==> src/rtl/fanout_pkg.sv <==
// Shared constants and types for the eager fanout fork.
//   NUM_OUT_DEF / DATA_W_DEF / STALL_W_DEF : default parameter values
//   cnt_t                                  : 2-bit skid FIFO occupancy
package fanout_pkg;

  localparam int unsigned NUM_OUT_DEF = 7;
  localparam int unsigned DATA_W_DEF  = 17;
  localparam int unsigned STALL_W_DEF = 16;

  localparam int unsigned CNT_W = 2;
  typedef logic [CNT_W-1:0] cnt_t;

  localparam cnt_t FIFO_DEPTH = cnt_t'(2);

endpackage

==> src/rtl/fanout_skid_fifo.sv <==
// Two-entry skid FIFO. Entry "head" always holds the oldest token, so the
// read data is a plain register with no read mux.
//   clk, rst_n     : clock, synchronous active-low reset
//   push_i, data_i : write request and token (ignored when full)
//   pop_i          : retire the head (ignored when empty)
//   data_o         : head token
//   head_valid_o   : FIFO holds at least one token
//   not_full_o     : registered count < 2
//   count_o        : registered occupancy
module fanout_skid_fifo
  import fanout_pkg::*;
#(
  parameter int unsigned DATA_W = DATA_W_DEF
) (
  input  logic              clk,
  input  logic              rst_n,
  input  logic              push_i,
  input  logic [DATA_W-1:0] data_i,
  input  logic              pop_i,
  output logic [DATA_W-1:0] data_o,
  output logic              head_valid_o,
  output logic              not_full_o,
  output cnt_t              count_o
);

  cnt_t              cnt_q, cnt_d;
  logic [DATA_W-1:0] head_q, head_d;
  logic [DATA_W-1:0] tail_q, tail_d;
  logic              not_full_q;
  logic              push_ok;
  logic              pop_ok;

  assign push_ok = push_i & not_full_q;
  assign pop_ok  = pop_i & (cnt_q != '0);

  // Next occupancy and storage update.
  always_comb begin
    cnt_d  = cnt_q;
    head_d = head_q;
    tail_d = tail_q;
    if (push_ok && !pop_ok) begin
      if (cnt_q == '0) begin
        head_d = data_i;
      end else begin
        tail_d = data_i;
      end
      cnt_d = cnt_q + cnt_t'(1);
    end else if (!push_ok && pop_ok) begin
      if (cnt_q == FIFO_DEPTH) begin
        head_d = tail_q;
      end
      cnt_d = cnt_q - cnt_t'(1);
    end else if (push_ok && pop_ok) begin
      // Only reachable with one entry: the new token replaces the head.
      head_d = data_i;
    end
  end

  // Storage and registered full flag.
  always_ff @(posedge clk) begin
    if (!rst_n) begin
      cnt_q      <= '0;
      head_q     <= '0;
      tail_q     <= '0;
      not_full_q <= 1'b1;
    end else begin
      cnt_q      <= cnt_d;
      head_q     <= head_d;
      tail_q     <= tail_d;
      not_full_q <= (cnt_d != FIFO_DEPTH);
    end
  end

  assign data_o       = head_q;
  assign head_valid_o = (cnt_q != '0);
  assign not_full_o   = not_full_q;
  assign count_o      = cnt_q;

endmodule

==> src/rtl/fanout_fork_eager.sv <==
// Registered eager fork: one producer stream, buffered in a skid FIFO, is
// delivered to up to NUM_OUT consumers that may each accept the head token in
// a different cycle. The token retires once every active consumer has it.
//   clk, rst_n            : clock, synchronous active-low reset
//   in_data/valid/ready   : producer stream (in_ready registered)
//   out_data              : head token shared by all channels
//   out_valid/out_ready   : per-channel handshake
//   cfg_enable, cfg_sel   : routing config, latched only while the FIFO is empty
//   active_q              : latched active mask
//   stall_cnt             : saturating count of cycles the head was held
module fanout_fork_eager
  import fanout_pkg::*;
#(
  parameter int unsigned NUM_OUT = NUM_OUT_DEF,
  parameter int unsigned DATA_W  = DATA_W_DEF,
  parameter int unsigned STALL_W = STALL_W_DEF
) (
  input  logic               clk,
  input  logic               rst_n,
  input  logic [DATA_W-1:0]  in_data,
  input  logic               in_valid,
  output logic               in_ready,
  output logic [DATA_W-1:0]  out_data,
  output logic [NUM_OUT-1:0] out_valid,
  input  logic [NUM_OUT-1:0] out_ready,
  input  logic [NUM_OUT-1:0] cfg_enable,
  input  logic [NUM_OUT-1:0] cfg_sel,
  output logic [NUM_OUT-1:0] active_q,
  output logic [STALL_W-1:0] stall_cnt
);

  logic               head_valid;
  logic               push;
  logic               pop;
  cnt_t               fifo_cnt;
  logic [NUM_OUT-1:0] hs;
  logic [NUM_OUT-1:0] active_d;
  logic [NUM_OUT-1:0] done_q, done_d;
  logic [STALL_W-1:0] stall_q, stall_d;

  assign push = in_valid & in_ready;

  fanout_skid_fifo #(
    .DATA_W (DATA_W)
  ) u_fifo (
    .clk          (clk),
    .rst_n        (rst_n),
    .push_i       (push),
    .data_i       (in_data),
    .pop_i        (pop),
    .data_o       (out_data),
    .head_valid_o (head_valid),
    .not_full_o   (in_ready),
    .count_o      (fifo_cnt)
  );

  // A channel still owes a handshake until it is done; valid comes only from state.
  assign out_valid = {NUM_OUT{head_valid}} & active_q & ~done_q;
  assign hs        = out_valid & out_ready;

  // Retire when every active channel is done already or taking it now.
  // An all-zero mask therefore sinks the head immediately.
  assign pop = head_valid & (&(~active_q | done_q | out_ready));

  // Mask latch, delivery tracking and stall counter.
  always_comb begin
    active_d = active_q;
    done_d   = done_q;
    stall_d  = stall_q;
    if (fifo_cnt == '0) begin
      active_d = cfg_enable & cfg_sel;
    end
    if (pop) begin
      done_d = '0;
    end else begin
      done_d = done_q | hs;
    end
    if (head_valid && !pop && (stall_q != '1)) begin
      stall_d = stall_q + STALL_W'(1);
    end
  end

  always_ff @(posedge clk) begin
    if (!rst_n) begin
      active_q <= '0;
      done_q   <= '0;
      stall_q  <= '0;
    end else begin
      active_q <= active_d;
      done_q   <= done_d;
      stall_q  <= stall_d;
    end
  end

  assign stall_cnt = stall_q;

endmodule

==> config.mk <==
export PLATFORM = sky130hd
export DESIGN_NAME = fanout_fork_eager
export DESIGN_NICKNAME = d
export VERILOG_FILES = /design/src/rtl/fanout_pkg.sv /design/src/rtl/fanout_skid_fifo.sv /design/src/rtl/fanout_fork_eager.sv
export SDC_FILE = /design/constraint.sdc
export NUM_CORES = 1
export LEC_CHECK = 0
export ABC_AREA = 0
export ABC_CLOCK_PERIOD_IN_PS = 2100
export BUFFER_PORTS_ARGS = -buffer_cell sky130_fd_sc_hd__buf_2
export CAP_MARGIN = 20
export CELL_PAD_IN_SITES_DETAIL_PLACEMENT = 1
export CELL_PAD_IN_SITES_GLOBAL_PLACEMENT = 1
export CORE_MARGIN = 2
export CORE_UTILIZATION = 34
export DETAILED_ROUTE_END_ITERATION = 10
export PLACE_DENSITY = 0.83
export RECOVER_POWER = 100
export SETUP_SLACK_MARGIN = 0.02
export SLEW_MARGIN = 10
export SYNTH_ARGS = -nofsm -noshare
export SYNTH_HDL_FRONTEND = slang
export SYNTH_SLANG_ARGS = --single-unit
==> constraint.sdc <==
create_clock -name clk -period 2.1 [get_ports clk]
set_clock_uncertainty 0.05 [all_clocks]
set_input_delay 0.105 -clock clk [delete_from_list [all_inputs] [get_ports clk]]
set_output_delay 0.105 -clock clk [all_outputs]
set_load 0.03 [all_outputs]
==> After elaboration in Yosys (flattened, before gate mapping) <==
Cells that the tools add are included.
Widths: inputs -> output; s select.
{ "word_totals": {"register_bits": 67, "inputBits": 41, "out_inout_bits": 48, "word_cells": 52} }
{ "op_classes": {"add_sub_neg": 3, "eq_ne": 5, "mux": 7, "bitwise_logic": 15, "reduce_logical": 15} }
{ "op_table": {"columns": ["operator", "n"], "rows": [
  ["$mux 17", 5],
  ["$and 7x7->7", 4],
  ["$or 7x7->7", 3],
  ["$add 16x1->16 const B", 1],
  ["$ne 16x16->1 const B", 1],
  ["$not 7->7", 2],
  ["$reduce_and 7->1", 1],
  ["$logic_and 1x1->1", 5],
  ["$and 1x1->1", 4],
  ["$mux 2", 2],
  ["$ne 2x2->1 const B", 2],
  ["$logic_not 1->1", 3],
  ["$ne 3x2->1 const B", 1],
  ["$reduce_and 3->1", 1],
  ["$reduce_bool 3->1", 1],
  ["$add 2x1->2 const B", 1],
  ["$eq 2x2->1 const B", 1],
  ["$logic_not 2->1", 1],
  ["$not 1->1", 2],
  ["$reduce_and 2->1", 1],
  ["$reduce_bool 2->1", 1],
  ["$reduce_or 2->1", 1],
  ["$sub 2x1->2 const B", 1]
]} }

==> Longest topological paths before layout <==
Gate-level depths: netlist of the first run.
{ "depth": {"depth_word": 10, "depth_mapped": 9, "ltp_nobuf": 7} }

==> Modules after synthesis <==
A second synthesis of the first run with hierarchy kept.
{ "hier_totals": {"hier_cells": 368, "area_unflattened_um2": 3121.7} }
{ "by_module_without_submodules": {"columns": ["module", "instances", "cells_per_inst", "area_each_um2", "seq_area_each_um2"], "rows": [
  ["fanout_skid_fifo", 1, 197, 1576.5, 740.7],
  ["fanout_fork_eager", 1, 171, 1545.2, 600.6]
]} }

==> Worst setup path after synthesis of the first run <==
OpenSTA, ideal clock, no wires.
{ "synth_path": {"path_type": "reg2reg", "start": "register stall_q[7] (netlist: stall_cnt[7])", "end": "register stall_q[1] (netlist: stall_cnt[1])", "setup_time_ns": 0.132, "arrival_time_ns": 1.839, "t_required_ns": 1.918, "path_slack_ns": 0.079, "stages_incl_launch_ff": 8, "path_buffers": 2, "synth_period_minus_slack_ns": 2.021, "path_cell_list": "dfxtp_1 -> nand4_2 -> or3_4 -> nor3_4 -> buf_6 -> buf_12 -> nand3b_1 -> a21oi_1"} }
{ "synth_between": {"elab_chain_len": 2} }
{ "synth_lines": {"columns": ["element", "line", "text"], "rows": [
  ["start, declared", "fanout_fork_eager.sv:39", "logic [STALL_W-1:0] stall_q, stall_d;"],
  ["start signal, assigned", "fanout_fork_eager.sv:91", "stall_q <= stall_d;"],
  ["$ne 16x16->1", "fanout_fork_eager.sv:78", "if (head_valid && !pop && (stall_q != '1)) begin"],
  ["$logic_and 1x1->1", "fanout_fork_eager.sv:78", null]
]} }
Every way passes these cells.
A chain may end at the register's enable or synchronous reset.

==> Worst setup path after layout of the first run <==
{ "layout_path": {"start": "register done_q[4]", "end": "register u_fifo.tail_q[10]"} }
{ "layout_between": {"elab_chain_len": 8} }
{ "layout_lines": {"columns": ["element", "line", "text"], "rows": [
  ["start, declared", "fanout_fork_eager.sv:38", "logic [NUM_OUT-1:0] done_q, done_d;"],
  ["start signal, assigned", "fanout_fork_eager.sv:90", "done_q <= done_d;"],
  ["$or 7x7->7 (2 in a row)", "fanout_fork_eager.sv:63", "assign pop = head_valid & (&(~active_q | done_q | out_ready));"],
  ["$reduce_and 7->1", "fanout_fork_eager.sv:63", null],
  ["$and 1x1->1", "fanout_fork_eager.sv:63", null],
  ["$and 1x1->1", "fanout_skid_fifo.sv:34", "assign pop_ok = pop_i & (cnt_q != '0);"],
  ["$logic_not 1->1", "fanout_skid_fifo.sv:41", "if (push_ok && !pop_ok) begin"],
  ["$logic_and 1x1->1", "fanout_skid_fifo.sv:41", null],
  ["$reduce_and 2->1 (no line)", null, null],
  ["end signal, assigned", "fanout_skid_fifo.sv:69", "tail_q <= tail_d;"],
  ["end, declared", "fanout_skid_fifo.sv:28", "logic [DATA_W-1:0] tail_q, tail_d;"]
]} }
Every way passes these cells.

==> results of run 1 <==
worst register-to-register path, stage by stage, from the launching register on:
cell      delay, ps
dfxtp_1         370
nor2_1          100
a221oi_4        460
a31o_4          340
buf_4           260
o21ai_0         160
a21oi_1         170
where the power goes:
| group | switching, W | leakage [nW] | internal, W |
|---|---|---|---|
| logic | 0.00148 | 0.888 | 0.000713 |
| registers | 0.000162 | 0.547 | 0.00150 |
| clock network | 0.000507 | 0.106 | 0.000660 |
layer usage:
metal | up-vias | share of wire
li1 | 1673 | -
met1 | 1715 | 0.44
met2 | 106 | 0.50
met3 | 18 | 0.045
met4 | 0 | 0.021
met5 | - | 0
sequential cells by signal, summed over array words and instances, names as in the netlist:
| register | flops |
|---|---|
| u_fifo.count_o | 2 |
| u_fifo.not_full_o | 1 |
| u_fifo.data_o | 17 |
| u_fifo.tail_q | 17 |
| stall_cnt | 16 |
| active_q | 7 |
| done_q | 7 |
synth_stat cells, drive strengths merged, types with 4 or more instances:
cell type	number
a21oi	37
a31oi	26
buf	11
clkbuf	18
dfxtp	67
inv	6
mux2i	5
nand2	40
nand2b	4
nand3	31
nor2	25
nor4	5
o21ai	37
o31ai	27
or3	4
or4	10
cell families after synthesis:
kind of cell,after synthesis,share of synthesized area
buf+inv,36,0.0588
flops,67,0.426
fa+ha+maj,3,0.0119
xor+xnor,1,0.00716
compound gates,135,0.264
mux,6,0.0195
simple gates,131,0.213
timing repair:
| action | 4_1_cts | 5_1_grt |
|---|---|---|
| endpoints found under the setup margin | 0 | 38 |
| buffers inserted | 0 | 1 |
| hold buffers | 38 | 0 |
| gates resized for setup | 0 | 5 |
| hold endpoints to repair | 47 | 0 |
path summary, 6_finish.rpt:
kind                                   startpoint                end
worst max-delay path                    done_q[4]  u_fifo.tail_q[10]
worst min register to register  u_fifo.tail_q[13]  u_fifo.tail_q[13]
worst min-delay path                        rst_n  u_fifo.not_full_o
worst max register to register          done_q[4]  u_fifo.tail_q[10]
metrics by stage:
step	area [µm²]	utilization
after CTS	4320	0.475
after detailed placement	3740	0.410
after global placement	3740	0.410
after global routing	4290	0.471
after floorplan	3150	-
final	4290	0.471
final cells by class:
cell class / instances / area, µm² / area share
inverter: 7 / 26.3 / 0.00613
multi-input combinational: 277 / 1630 / 0.381
clock buffer: 10 / 128 / 0.0298
sequential: 67 / 1340 / 0.313
clock inverter: 5 / 78.8 / 0.0184
tap: 111 / 139 / 0.0324
timing repair buffer: 148 / 942 / 0.220
==> flow_summary.yaml, run 1 <==
outcome:
  outcome: "completed"
synthesis:
  syn_area_per_cell_um2: 8.30
  synthesis.nets: 423
  synth-main-ff-cell: "dfxtp_1"
  synth_cells: 379
  yosys-top-cells-area: "dfxtp_1, o31ai_1, a21oi_1, o21ai_0, a31oi_1"
  synth_area_um2: 3150
  synth_top_area_share: 0.426
  synth.ff_latch_count: 67
  synth_top_area_cell: "dfxtp_1"
  yosys_warnings: 0
  synth-edff-count: 0
  synth_cell_types: 43
  synth_async_sr_flop_share: 0
  ys_seq_area_frac: 0.426
grt:
  grt.total_usage: 0.218
  grt_use_met3: 0.0313
  grt_pass1_vias: 3659
  gr-usage-met2: 0.384
  grt_max_degree: 38
  antenna_found_initial: 0
  grt_pass1_wl_um: 17600
  grt.overflow.total: 0
  gr-usage-met1: 0.261
  grt_busiest_layer: "met2"
setup_path:
  r2r_cells: 6
  path_depth: 6
  crit_arrival_ps: 2210
  slowest_delay_ps: 460
  r2r_slack_ps: 120
  critPathTopFamily: "compound AO/OA/AOI/OAI gates"
  crit_path_end_kind: "flip-flop"
  path_buf_inv: 1
  cp_slowest_cell: "a221oi_4"
  startpoint_type: "flip-flop"
  cp_cell_sequence: "nor2_1 > a221oi_4 > a31o_4 > buf_4 > o21ai_0 > a21oi_1"
  worstPathRequired_ps: 2330
  crit_type: "reg2reg"
  cp_max_fo: 17
timing:
  hold_violations: 0
  worst_pin_slew_ps: 759
  setup_viol: 0
  rsz0062_at_grt: "no"
  hold_ws_ps: 194
  setup_ws_ps: 120
  slew_violations: 0
  post-route-period-util: 0.943
  slew_headroom: 0.494
  fmax_ghz: 0.505
  fin_tns_setup_ps: 0
  min_period_ps: 1980
placed_design:
  hpwl_um: 6590
  place_ws_ps: 115
  dp_cells: 570
  globalplace.congestion: 0.789
  portBuffers: 88
clock_tree:
  htreeDepth: 3
  cts.sinks: 67
  cts_inserted_buffers: 9
  cts_tree: "done"
  clockRootBuffer: "clkbuf_8"
  clk_pin_slew_ps: 70
  clk_path_buf_depth: 2
  clock_latency_ps: 350
worst_hold_path:
  holdPathStages: 3
  hold_path.class: "in2reg"
die:
  die_area_um2: 10000
  dieWidth_um: 100
  coreArea_um2: 9110
  pin_count: 89
  rows: 35
  die_y_um: 100
  start_util: 0.345
cells_and_area:
  fin_nets: 554
  fillers: 1147
  syn_to_final_growth_pct: 36.3
  layout_commonest_cell: "dfxtp_1"
  antenna_cells: 0
  mostFrequentLayoutCells: "dfxtp_1, clkbuf_1, buf_2"
  drive_above_1_share: 0.189
  fin_cells: 625
route:
  drtIter0Drc: 114
  dr.pass1.iters: 4
  via_per_inst: 5.62
  vias: 3512
  finalWirelength_um: 10900
  avgRoutedWirePerCell_um: 17.4
  final_antenna_net_count: 0
  drcViolationCount: 0
power:
  cellPowerDensity_nw_per_um2: 1170
  finalPower_w: 0.00502
  peakVddDrop_uv: 551
  p_leak_nw: 1.54
flow_run:
  cap_viol_max_count: 0
(Power assumes the default switching activity.)
==> run 2: changes to the inputs <==
--- a/config.mk
+++ b/config.mk
@@ -6,15 +6,15 @@
 export NUM_CORES = 1
 export LEC_CHECK = 0
 export ABC_AREA = 0
-export ABC_CLOCK_PERIOD_IN_PS = 2100
+export ABC_CLOCK_PERIOD_IN_PS = 2000
 export BUFFER_PORTS_ARGS = -buffer_cell sky130_fd_sc_hd__buf_2
 export CAP_MARGIN = 20
 export CELL_PAD_IN_SITES_DETAIL_PLACEMENT = 1
 export CELL_PAD_IN_SITES_GLOBAL_PLACEMENT = 1
 export CORE_MARGIN = 2
-export CORE_UTILIZATION = 34
+export CORE_UTILIZATION = 38
 export DETAILED_ROUTE_END_ITERATION = 10
-export PLACE_DENSITY = 0.83
+export PLACE_DENSITY = 0.87
 export RECOVER_POWER = 100
 export SETUP_SLACK_MARGIN = 0.02
 export SLEW_MARGIN = 10
==> constraint.sdc (replaced) <==
create_clock -name clk -period 2 [get_ports clk]
set_clock_uncertainty 0.05 [all_clocks]
set_input_delay 0.1 -clock clk [delete_from_list [all_inputs] [get_ports clk]]
set_output_delay 0.1 -clock clk [all_outputs]
set_load 0.03 [all_outputs]
==> run 2 against run 1 <==
Net effect:
- the flow now finishes with violations (setup timing)
- clock power increased by 21%
- utilization increased by 7.8 points
- combinational power increased by 21%
- critical endpoint is now stall_cnt[6]
- routed wire length increased by 11%
- critical path depth increased by 2
==> flow_summary.yaml, run 2 (synthesized netlist as in run 1, its figures left out) <==
outcome:
  outcome: "finished with violations"
  violations: "setup timing"
timing:
  setup_viol: 4
  hold_violations: 0
  worst_pin_slew_ps: 711
  fmax_ghz: 0.492
  slew_violations: 0
  setup_ws_ps: -32.4
  min_period_ps: 2030
  post-route-period-util: 1.02
  rsz0062_at_grt: "yes"
  slew_headroom: 0.525
  hold_ws_ps: 75.3
setup_path:
  crit_arrival_ps: 2250
  path_depth: 8
  crit_type: "in2reg"
  cp_max_fo: 13
  crit_end: "stall_cnt[6]"
  cp_slowest_cell: "dlygate4sd3_1"
  r2r_cells: 8
  startpoint: "out_ready[3]"
  cp_cell_sequence: "dlygate4sd3_1 > buf_2 > nor2_1 > a22oi_2 > buf_4 > a31o_4 > or4_1 > a21oi_1"
  reg2reg_from: "u_fifo.count_o[1]"
  path_buf_inv: 3
  r2r_slack_ps: -10
  worstPathRequired_ps: 2220
  crit_path_end_kind: "flip-flop"
  startpoint_type: "primary input"
  r2r-end: "u_fifo.not_full_o"
  critPathTopFamily: "buffers and inverters"
  slowest_delay_ps: 540
die:
  coreArea_um2: 8130
  die_y_um: 95
  die_area_um2: 9030
  dieWidth_um: 95
  pin_count: 89
  start_util: 0.387
  rows: 33
grt:
  gr-usage-met2: 0.441
  grt.overflow.total: 0
  grt_pass1_wl_um: 18300
  grt_use_met3: 0.0487
  grt_pass1_vias: 3723
  grt_busiest_layer: "met2"
  antenna_found_initial: 0
  grt.total_usage: 0.262
  gr-usage-met1: 0.319
  grt_max_degree: 40
placed_design:
  globalplace.congestion: 0.767
  portBuffers: 88
  place_ws_ps: -112
  dp_cells: 566
  hpwl_um: 6620
cells_and_area:
  seq_area_um2: 1360
  drive_above_1_share: 0.243
  fin_cells: 624
  multi_input_area_um2: 1690
  syn_to_final_growth_pct: 42.0
  fillers: 983
  mostFrequentLayoutCells: "dfxtp_1, buf_2, nand2_1, clkbuf_1, dlygate4sd3_1"
  layout_commonest_cell: "dfxtp_1"
  antenna_cells: 0
  fin_nets: 558
clock_tree:
  clk_path_buf_depth: 2
  htreeDepth: 3
  clockRootBuffer: "clkbuf_8"
  clk_pin_slew_ps: 80
  cts.sinks: 67
  clock_latency_ps: 350
  cts_tree: "done"
  cts_inserted_buffers: 9
power:
  cellPowerDensity_nw_per_um2: 1300
  peakVddDrop_uv: 922
  p_leak_nw: 1.62
worst_hold_path:
  hold_path.class: "in2reg"
  worstHoldStart: "out_ready[4]"
route:
  final_antenna_net_count: 0
  via_per_inst: 5.77
  avgRoutedWirePerCell_um: 19.3
  vias: 3602
  drcViolationCount: 0
  dr.pass1.iters: 4
  drtIter0Drc: 160
  finalWirelength_um: 12100
flow_run:
  cap_viol_max_count: 0
## run 2: report_power, final
| part | internal (W) | switching, W | total (W) |
|---|---|---|---|
| sequential | 0.00158 | 0.000175 | 0.00175 |
| combinational | 0.000949 | 0.00170 | 0.00265 |
| clock | 0.000826 | 0.000579 | 0.00141 |
| total | 0.00335 | 0.00246 | 0.00581 |
## run 2: how the worst min path moves through the flow
stage,end,slack [ps],depth (start not counted)
global route,done_q[4],70,3
global placement,u_fifo.tail_q[1],310,3
floorplan,u_fifo.tail_q[0],190,2
finish,done_q[4],80,3
detailed placement,u_fifo.tail_q[12],310,3
CTS,done_q[4],30,3
## run 2: worst min-delay path, delay by kind of cell
| kind | cells | cell delay (ps) |
|---|---|---|
| AND/OR/NAND/NOR | 1 | 120 |
| AO/OA/AOI/OAI | 1 | 110 |
| buffers and inverters | 1 | 100 |
## run 2: per-layer routing
layer	up-vias	share of wire
li1	1681	-
met1	1784	0.43
met2	114	0.50
met3	23	0.046
met4	0	0.023
met5	-	0
## run 2: what timing repair did
| action | 4_1_cts | 5_1_grt |
|---|---|---|
| setup buffers | 3 | 2 |
| hold buffers | 37 | 0 |
| resized for setup | 4 | 31 |
| cloned | 0 | 1 |
| endpoints found under the setup margin | 27 | 58 |
| endpoints found under the hold margin | 41 | 0 |
| pin swaps | 0 | 5 |
## run 2: stage by stage
stage	utilization	cell area (µm²)	setup TNS (ps)	total power (W)
3_5_place_dp	0.463	3760	-583	0.00395
4_1_cts	0.542	4410	0	0.00554
2_1_floorplan	-	3150	0	0.00320
6_report	0.549	4470	-72.8	0.00581
5_1_grt	0.549	4470	-634	0.00605
3_3_place_gp	0.463	3760	0	0.00385
## run 2: layout make-up
class / count / area share
multi-input cells: 277 / 0.379
clock buffers: 9 / 0.0277
repair buffers: 152 / 0.228
well taps: 105 / 0.0294
inverters: 7 / 0.00672
flip-flops and latches: 67 / 0.303
clock inverters: 7 / 0.0260
